--- config.mk ---
export PLATFORM = sky130hd
export DESIGN_NAME = fault_injection_ctrl
export DESIGN_NICKNAME = d
export VERILOG_FILES = /design/src/rtl/fault_injection_ctrl.sv
export SDC_FILE = /design/constraint.sdc
export NUM_CORES = 1
export LEC_CHECK = 0
export CORE_AREA = 5 5 219 221
export DETAILED_ROUTE_END_ITERATION = 6
export DIE_AREA = 0 0 224 226
export PLACE_DENSITY = 0.83
export SYNTH_ARGS = -nofsm -noshare
export SYNTH_HDL_FRONTEND = slang
export SYNTH_SLANG_ARGS = --single-unit
--- constraint.sdc ---
create_clock -name clk -period 2.52 [get_ports clk]
set_input_delay 0.504 -clock clk [delete_from_list [all_inputs] [get_ports clk]]
set_output_delay 0.504 -clock clk [all_outputs]
set_load 0.01 [all_outputs]
--- src/rtl/fault_injection_ctrl.sv ---
// Fault-injection campaign controller: loads a per-flop mask over a valid/ready
// word stream, then gates it onto injection_vector from an LFSR-vs-threshold test.
module fault_injection_ctrl #(
  parameter int unsigned NUM_INJ  = 216,
  parameter logic [31:0] DEF_SEED = 32'hACE1_2345
) (
  input  logic               clk,
  input  logic               rst,
  input  logic               cfg_valid,
  output logic               cfg_ready,
  input  logic [31:0]        cfg_data,
  input  logic               start,
  input  logic               abort,
  input  logic [31:0]        duration,
  input  logic [31:0]        threshold,
  input  logic [31:0]        seed,
  output logic [NUM_INJ-1:0] injection_vector,
  output logic               busy,
  output logic               done,
  output logic [15:0]        inj_count
);

  localparam int unsigned WORD_W    = 32;
  localparam int unsigned NW        = (NUM_INJ + WORD_W - 1) / WORD_W;
  localparam int unsigned IDX_W     = (NW > 1) ? $clog2(NW) : 1;
  localparam int unsigned CNT_W     = 16;
  localparam logic [31:0] LFSR_TAPS = 32'h8020_0003;
  localparam logic [IDX_W-1:0] LAST_IDX = IDX_W'(NW - 1);

  typedef enum logic [1:0] {IDLE, LOAD, RUN, DONE} stateT;

  stateT              state, stateNext;
  logic [NUM_INJ-1:0] mask, maskNext;
  logic               maskValid, maskValidNext;
  logic [IDX_W-1:0]   wordIdx, wordIdxNext;
  logic [31:0]        cycleCnt, cycleCntNext;
  logic [31:0]        thrReg, thrRegNext;
  logic [31:0]        lfsr, lfsrNext, lfsrStep;
  logic [NUM_INJ-1:0] injVecNext;
  logic [CNT_W-1:0]   injCountNext;
  logic               busyNext, doneNext, cfgReadyNext;
  logic               cfgFire, wrEn;
  logic [IDX_W-1:0]   wrIdx;

  // State and all registered outputs
  always_ff @(posedge clk or negedge rst) begin
    if (!rst) begin
      state            <= IDLE;
      mask             <= '0;
      maskValid        <= 1'b0;
      wordIdx          <= '0;
      cycleCnt         <= '0;
      thrReg           <= '0;
      lfsr             <= DEF_SEED;
      injection_vector <= '0;
      inj_count        <= '0;
      busy             <= 1'b0;
      done             <= 1'b0;
      cfg_ready        <= 1'b1;
    end else begin
      state            <= stateNext;
      mask             <= maskNext;
      maskValid        <= maskValidNext;
      wordIdx          <= wordIdxNext;
      cycleCnt         <= cycleCntNext;
      thrReg           <= thrRegNext;
      lfsr             <= lfsrNext;
      injection_vector <= injVecNext;
      inj_count        <= injCountNext;
      busy             <= busyNext;
      done             <= doneNext;
      cfg_ready        <= cfgReadyNext;
    end
  end

  // Next-state, datapath and output decode
  always_comb begin
    stateNext     = state;
    maskNext      = mask;
    maskValidNext = maskValid;
    wordIdxNext   = wordIdx;
    cycleCntNext  = cycleCnt;
    thrRegNext    = thrReg;
    lfsrNext      = lfsr;
    injVecNext    = '0;
    injCountNext  = inj_count;
    wrEn          = 1'b0;
    wrIdx         = wordIdx;
    cfgFire       = cfg_valid && cfg_ready;
    lfsrStep      = lfsr[0] ? ((lfsr >> 1) ^ LFSR_TAPS) : (lfsr >> 1);

    case (state)
      IDLE: begin
        if (cfgFire) begin
          // A new word 0 always restarts the mask load
          wrEn  = 1'b1;
          wrIdx = '0;
          if (NW == 1) begin
            maskValidNext = 1'b1;
          end else begin
            maskValidNext = 1'b0;
            wordIdxNext   = IDX_W'(1);
            stateNext     = LOAD;
          end
        end else if (start && maskValid) begin
          cycleCntNext = duration;
          thrRegNext   = threshold;
          lfsrNext     = (seed == 32'd0) ? DEF_SEED : seed;
          injCountNext = '0;
          stateNext    = (duration == 32'd0) ? DONE : RUN;
        end
      end
      LOAD: begin
        if (cfgFire) begin
          wrEn = 1'b1;
          if (wordIdx == LAST_IDX) begin
            maskValidNext = 1'b1;
            wordIdxNext   = '0;
            stateNext     = IDLE;
          end else begin
            wordIdxNext = wordIdx + IDX_W'(1);
          end
        end
      end
      RUN: begin
        if (abort) begin
          stateNext = IDLE;
        end else begin
          lfsrNext     = lfsrStep;
          cycleCntNext = cycleCnt - 32'd1;
          if (lfsr < thrReg) begin
            injVecNext = mask;
            if (inj_count != '1) injCountNext = inj_count + CNT_W'(1);
          end
          if (cycleCnt == 32'd1) stateNext = DONE;
        end
      end
      DONE: stateNext = IDLE;
      default: stateNext = IDLE;
    endcase

    // Bits at or above NUM_INJ in the last word are dropped
    if (wrEn) begin
      for (int unsigned i = 0; i < NUM_INJ; i++) begin
        if ((i >> 5) == 32'(wrIdx)) maskNext[i] = cfg_data[i[4:0]];
      end
    end

    busyNext     = (stateNext == RUN);
    doneNext     = (stateNext == DONE);
    cfgReadyNext = (stateNext == IDLE) || (stateNext == LOAD);
  end

endmodule

==> Word-level counts from Yosys, hierarchy flattened <==
Index checks and enable logic that the tools add are counted.
{ "totals": {"ff_bits": 553, "input_bits": 133, "output_inout_bits": 235, "wordCells": 109} }
{ "classes": {"n_addsub": 3, "n_lt_le_gt_ge": 1, "eq_ne": 23, "mux": 39, "bitwise": 2, "n_reduce_logical": 23} }
{ "op_table": {"columns": ["op", "count"], "rows": [
  ["two-way mux 216 bit", 3],
  ["two-way mux 32 bit", 8],
  ["case mux 32 bit (2 select lines)", 2],
  ["two-way mux 16 bit", 5],
  ["logical NOT 32 bit", 2],
  ["equality test 32 x 1 -> 1 bit, second input constant", 1],
  ["< comparator 32 bit", 1],
  ["case mux 16 bit (2 select lines)", 1],
  ["subtractor 32 x 1 -> 32 bit, second input constant", 1],
  ["adder 16 x 1 -> 16 bit, second input constant", 1],
  ["!= test 16 bit, second input constant", 1],
  ["!= test 2 bit, second input constant", 8],
  ["two-way mux 3 bit", 5],
  ["AND reduction 2 bit", 7],
  ["two-way mux 2 bit", 6],
  ["equality test 3 bit, first input constant", 3],
  ["equality test 2 bit, second input constant", 4],
  ["case mux 2 bit (4 select lines)", 1],
  ["AND reduction 4 bit", 2],
  ["equality test 2 x 3 -> 1 bit, first input constant", 2],
  ["two-way mux 1 bit", 6],
  ["case mux 3 bit (2 select lines)", 1],
  ["AND reduction 3 bit", 2],
  ["AND reduction 6 bit", 1],
  ["other kinds (13)", 17]
]} }

==> Longest topological paths before layout <==
{ "depth": {"depth_word": 7, "ltp_mapped": 11, "depth_no_buf": 9} }

==> Worst setup path before layout <==
No wires, ideal clock.
{ "synth_path": {"kind": "register to register", "from": "reg lfsr[21]", "to": "reg inj_count[14]", "setup_ps": 126, "arrival_time_ps": 2446, "required_ps": 2394, "setup_slack_ps": -52, "path_stages_with_launch": 9, "n_path_buf": 0, "period_less_slack_ps": 2572, "path_cell_list": "dfstp_2 > ha_1 > a21o_1 > a221o_1 > a221oi_1 > o211ai_1 > or2_1 > o311a_1 > a221o_1"} }
{ "synth_via": {"elab_chain_cells": 3} }
{ "synth_lines": {"columns": ["element", "line_no", "text"], "rows": [
  ["from (decl)", "38", "logic [31:0] lfsr, lfsrNext, lfsrStep;"],
  ["from (signal assigned)", "67", "lfsr <= lfsrNext;"],
  ["< comparator 32 bit", "131", "if (lfsr < thrReg) begin"],
  ["!= test 2 bit (no source line)", null, null],
  ["AND reduction 6 bit (no source line)", null, null],
  ["to (signal assigned)", "69", "inj_count <= injCountNext;"],
  ["to (decl)", "20", "output logic [15:0] inj_count"]
]} }
No other way between the ends.
A chain may end at the register's enable or synchronous reset.

==> Final worst setup path <==
{ "layout_path": {"from": "reg lfsr[21]", "to": "reg injection_vector[187]"} }
{ "layout_via": {"elab_chain_cells": 4} }
{ "layout_lines": {"columns": ["element", "line_no", "text"], "rows": [
  ["< comparator 32 bit", "131", null],
  ["two-way mux 216 bit", "131", null],
  ["two-way mux 216 bit", "126", "if (abort) begin"],
  ["two-way mux 216 bit", "92", "case (state)"],
  ["net injVecNext[187]", "39", "logic [NUM_INJ-1:0] injVecNext;"],
  ["to (signal assigned)", "68", "injection_vector <= injVecNext;"],
  ["to (decl)", "17", "output logic [NUM_INJ-1:0] injection_vector,"]
]} }
The timed path passes the listed nets, and every way through them passes these cells.

==> results_dict.tcl <==
set metrics [dict create \
    outcome "complete, but fails checks" \
    violations "setup timing" \
    leakage_nw 13.30 \
    grt_pass1_vias 16380 \
    cap_viol_max_count 0 \
    drive_gt1_frac 0.2731 \
    multiInputGateArea_sq_um 7751 \
    ir_drop_v 0.0006813 \
    clk_latency_ns 0.64 \
    layout_min_cycle_time_ns 2.775 \
    synth-seq-cells 553 \
    power_density_nw_per_um2 964.1 \
    cp_top_family "compound AO/OA/AOI/OAI gates" \
    port_buffers 367 \
    power_frac_clock 0.301 \
    fmax_ghz 0.3604 \
    synth_common_cells "dfrtp_1 (538), and2_1 (218), mux2_2 (216), nand2_1 (91), nor2_1 (84)" \
    final_antenna_net_count 0 \
    switchingPower_mw 8.552 \
    area_delta_synth_final_pct 38.30 \
    fp.dieW_um 224 \
    die_h_um 226 \
    rsz0062_at_grt "true" \
    grt_pass1_wl_mm 93.72 \
    fill_cells 3166 \
    synth_edf_count 0 \
    yosysMostFrequentCell "dfrtp_1" \
    swShare 0.2969 \
    cts_tree "done" \
    max_slew_margin 0.5242 \
    cp-start-kind "register" \
    route.vias.total 15800 \
    drtPass1Iterations 7 \
    layout_setup_ws_ns -0.2549 \
    rr_endpoint "injection_vector[187]$_DFF_PN0_" \
    syn_avg_cell_area_sq_um 12.74 \
    power_mw 28.80 \
    cts-root-buf "clkbuf_16" \
    r2r_cells 10 \
    seqCellArea_sq_um 13860 \
    seqPwrFrac 0.458 \
    arrival_ns 3.33 \
    initial_core_util 0.4700 \
    yosysWarnings 0 \
    cts_sinks 553 \
    slew_viol_final 0 \
    crit_path_end_kind "register" \
    finalHoldViolations 0 \
    wl_per_cell_um 23.24 \
    wl_mm 65.45 \
    cp_slowest_cell "dfstp_2" \
    dp_hpwl_mm 37.59 \
    drc 0 \
    synthArstFlopShare 1.000 \
    crit_start "lfsr[21]$_DFFE_PN1P_" \
    vias_per_cell 5.611 \
    syn-instance-count 1696 \
    synth_area_sq_um 21600 \
    rows 79 \
    pin_count 368 \
    synth_top_cell_area_share 0.6232 \
    drtIter0Drc 1318 \
    syn_nets 1863 \
    synth_top_flop_cell "dfrtp_1" \
    critPathMaxStageDelay_ns 0.56 \
    yosysSeqAreaShare 0.6414 \
    numCtsBuffers 55 \
    synth.area.top_cells "dfrtp_1 (62%), mux2_2 (11%), and2_1 (6.3%), ha_1 (2.0%), dfstp_2 (1.8%)" \
    die-area_sq_um 50620 \
    worst_ep_required_time_ns 3.07 \
    worstMarginPinSlew_ns 0.7137 \
    yosysUniqueCellTypes 68 \
    antenna_found_initial 8 \
    worstPathMaxFanout 14 \
    grt_max_degree 75 \
    grt_usage 0.2350 \
    hp-class "input port to async pin" \
    skew_ns 0.04194 \
    p_int_mw 20.25 \
    critical_path_class "register to register" \
    yosys.area.top_type "dfrtp_1" \
    clk_pin_slew_ns 0.06 \
    path_cells "ha_4, a21o_1, a221o_1, a221oi_2, o211ai_1, nor3_4, buf_6, clkbuf_16, buf_16, and2_1" \
    timing.rr.start "lfsr[21]$_DFFE_PN1P_" \
    p_comb_frac 0.241 \
    cts_max_path_buffers 3 \
    holdWs_ns 0.4294 \
    r2r_slack_ns -0.25 \
    cp_num_buf_inv 3 \
    setup_viol 232 \
    core-area_sq_um 45960 \
    h-tree-depth 2 \
    gr-total-overflow 0 \
    place_congestion 0.9307 \
    layout.nets 2324 \
    finalCritPeriodShare 1.101 \
]
[power groups by stage]
stage	logic, mW	registers (mW)	clock network [mW]
2_1_floorplan	4.25	12.6	0
3_3_place_gp	6.10	12.9	0
3_5_place_dp	6.45	13.1	0
4_1_cts	6.79	13.0	8.71
5_1_grt	7.59	13.5	9.14
6_report	6.94	13.2	8.66
[final cells by class]
class,count,area share
flip-flops and latches,553,0.4638
clock inverters,29,0.01336
well taps,607,0.02542
diodes,5,0.0004188
clock buffers,75,0.05093
inverters,40,0.005026
multi-input cells,1008,0.2594
repair buffers,499,0.1816
[metrics by stage]
stage                     utilization  setup TNS, ns  instance area [sq um]  setup WS (ns)  instances
after floorplan                     -              0                  21610       0.008824       1696
after global placement         0.5804         -70.07                  26680        -0.2843       2670
after detailed placement       0.5804         -81.81                  26680        -0.3759       2670
after CTS                      0.6335         -24.02                  29120        -0.1565       2787
after global routing           0.6500         -60.68                  29880        -0.3464       2816
final                          0.6500         -39.91                  29880        -0.2549       2816
[metal layers]
layer  up-vias  share of wire  GRT usage
met4         4          0.037    0.09269
met2       716           0.51     0.4025
met3       157          0.069    0.04693
li1       6821              -          -
met1      8103           0.39     0.2962
met5         -        0.00028          0
[state kept, by name, indices dropped and copies added (netlist names), 2 cells and up]
signal,count
thrReg,32
injection_vector,216
inj_count,16
lfsr,32
state,2
mask,216
cycleCnt,32
wordIdx,3
[placed cells by master (no fill, tap or decap), drive strengths merged, types with 24 or more instances in the layout]
cell / count
ha: 34
nor2: 84
nand2: 92
nor3: 24
a21oi: 61
clkbuf: 88
nor4: 28
o21ai: 71
clkdlybuf4s50: 366
mux2: 216
dfrtp: 538
inv: 44
buf: 119
and2: 220
[how the worst max path moves through the flow]
| stage | slack (ns) | to | depth (start not counted) |
|---|---|---|---|
| final | -0.25 | injection_vector[187]$_DFF_PN0_ | 10 |
| after floorplan | 0.009 | inj_count[11]$_DFFE_PN0P_ | 9 |
| after global placement | -0.28 | inj_count[8]$_DFFE_PN0P_ | 9 |
| after detailed placement | -0.38 | inj_count[8]$_DFFE_PN0P_ | 9 |
| after global routing | -0.35 | injection_vector[57]$_DFF_PN0_ | 11 |
| after CTS | -0.16 | inj_count[8]$_DFFE_PN0P_ | 9 |
[timing repair]
action,CTS,global route
endpoints found under the setup margin,232,239
pin swaps,26,86
gates cloned,6,20
setup buffers,6,7
hold endpoints to repair,48,0
gates resized for setup,57,112
hold buffers,1,0
[cell families (layout without fill, tap and decap cells)]
logic type | Yosys count | in the layout | share of synthesized area
flip-flops | 553 | 553 | 0.6414
other | 0 | 5 | 0
XOR/XNOR | 2 | 2 | 0.0008110
adder cells (fa/ha/maj) | 34 | 34 | 0.01969
AND/OR/NAND/NOR | 521 | 521 | 0.1318
multiplexers | 220 | 220 | 0.1144
buffers and inverters | 135 | 643 | 0.02490
AO/OA/AOI/OAI | 231 | 231 | 0.06690
Power figures use the tool's default switching activity.
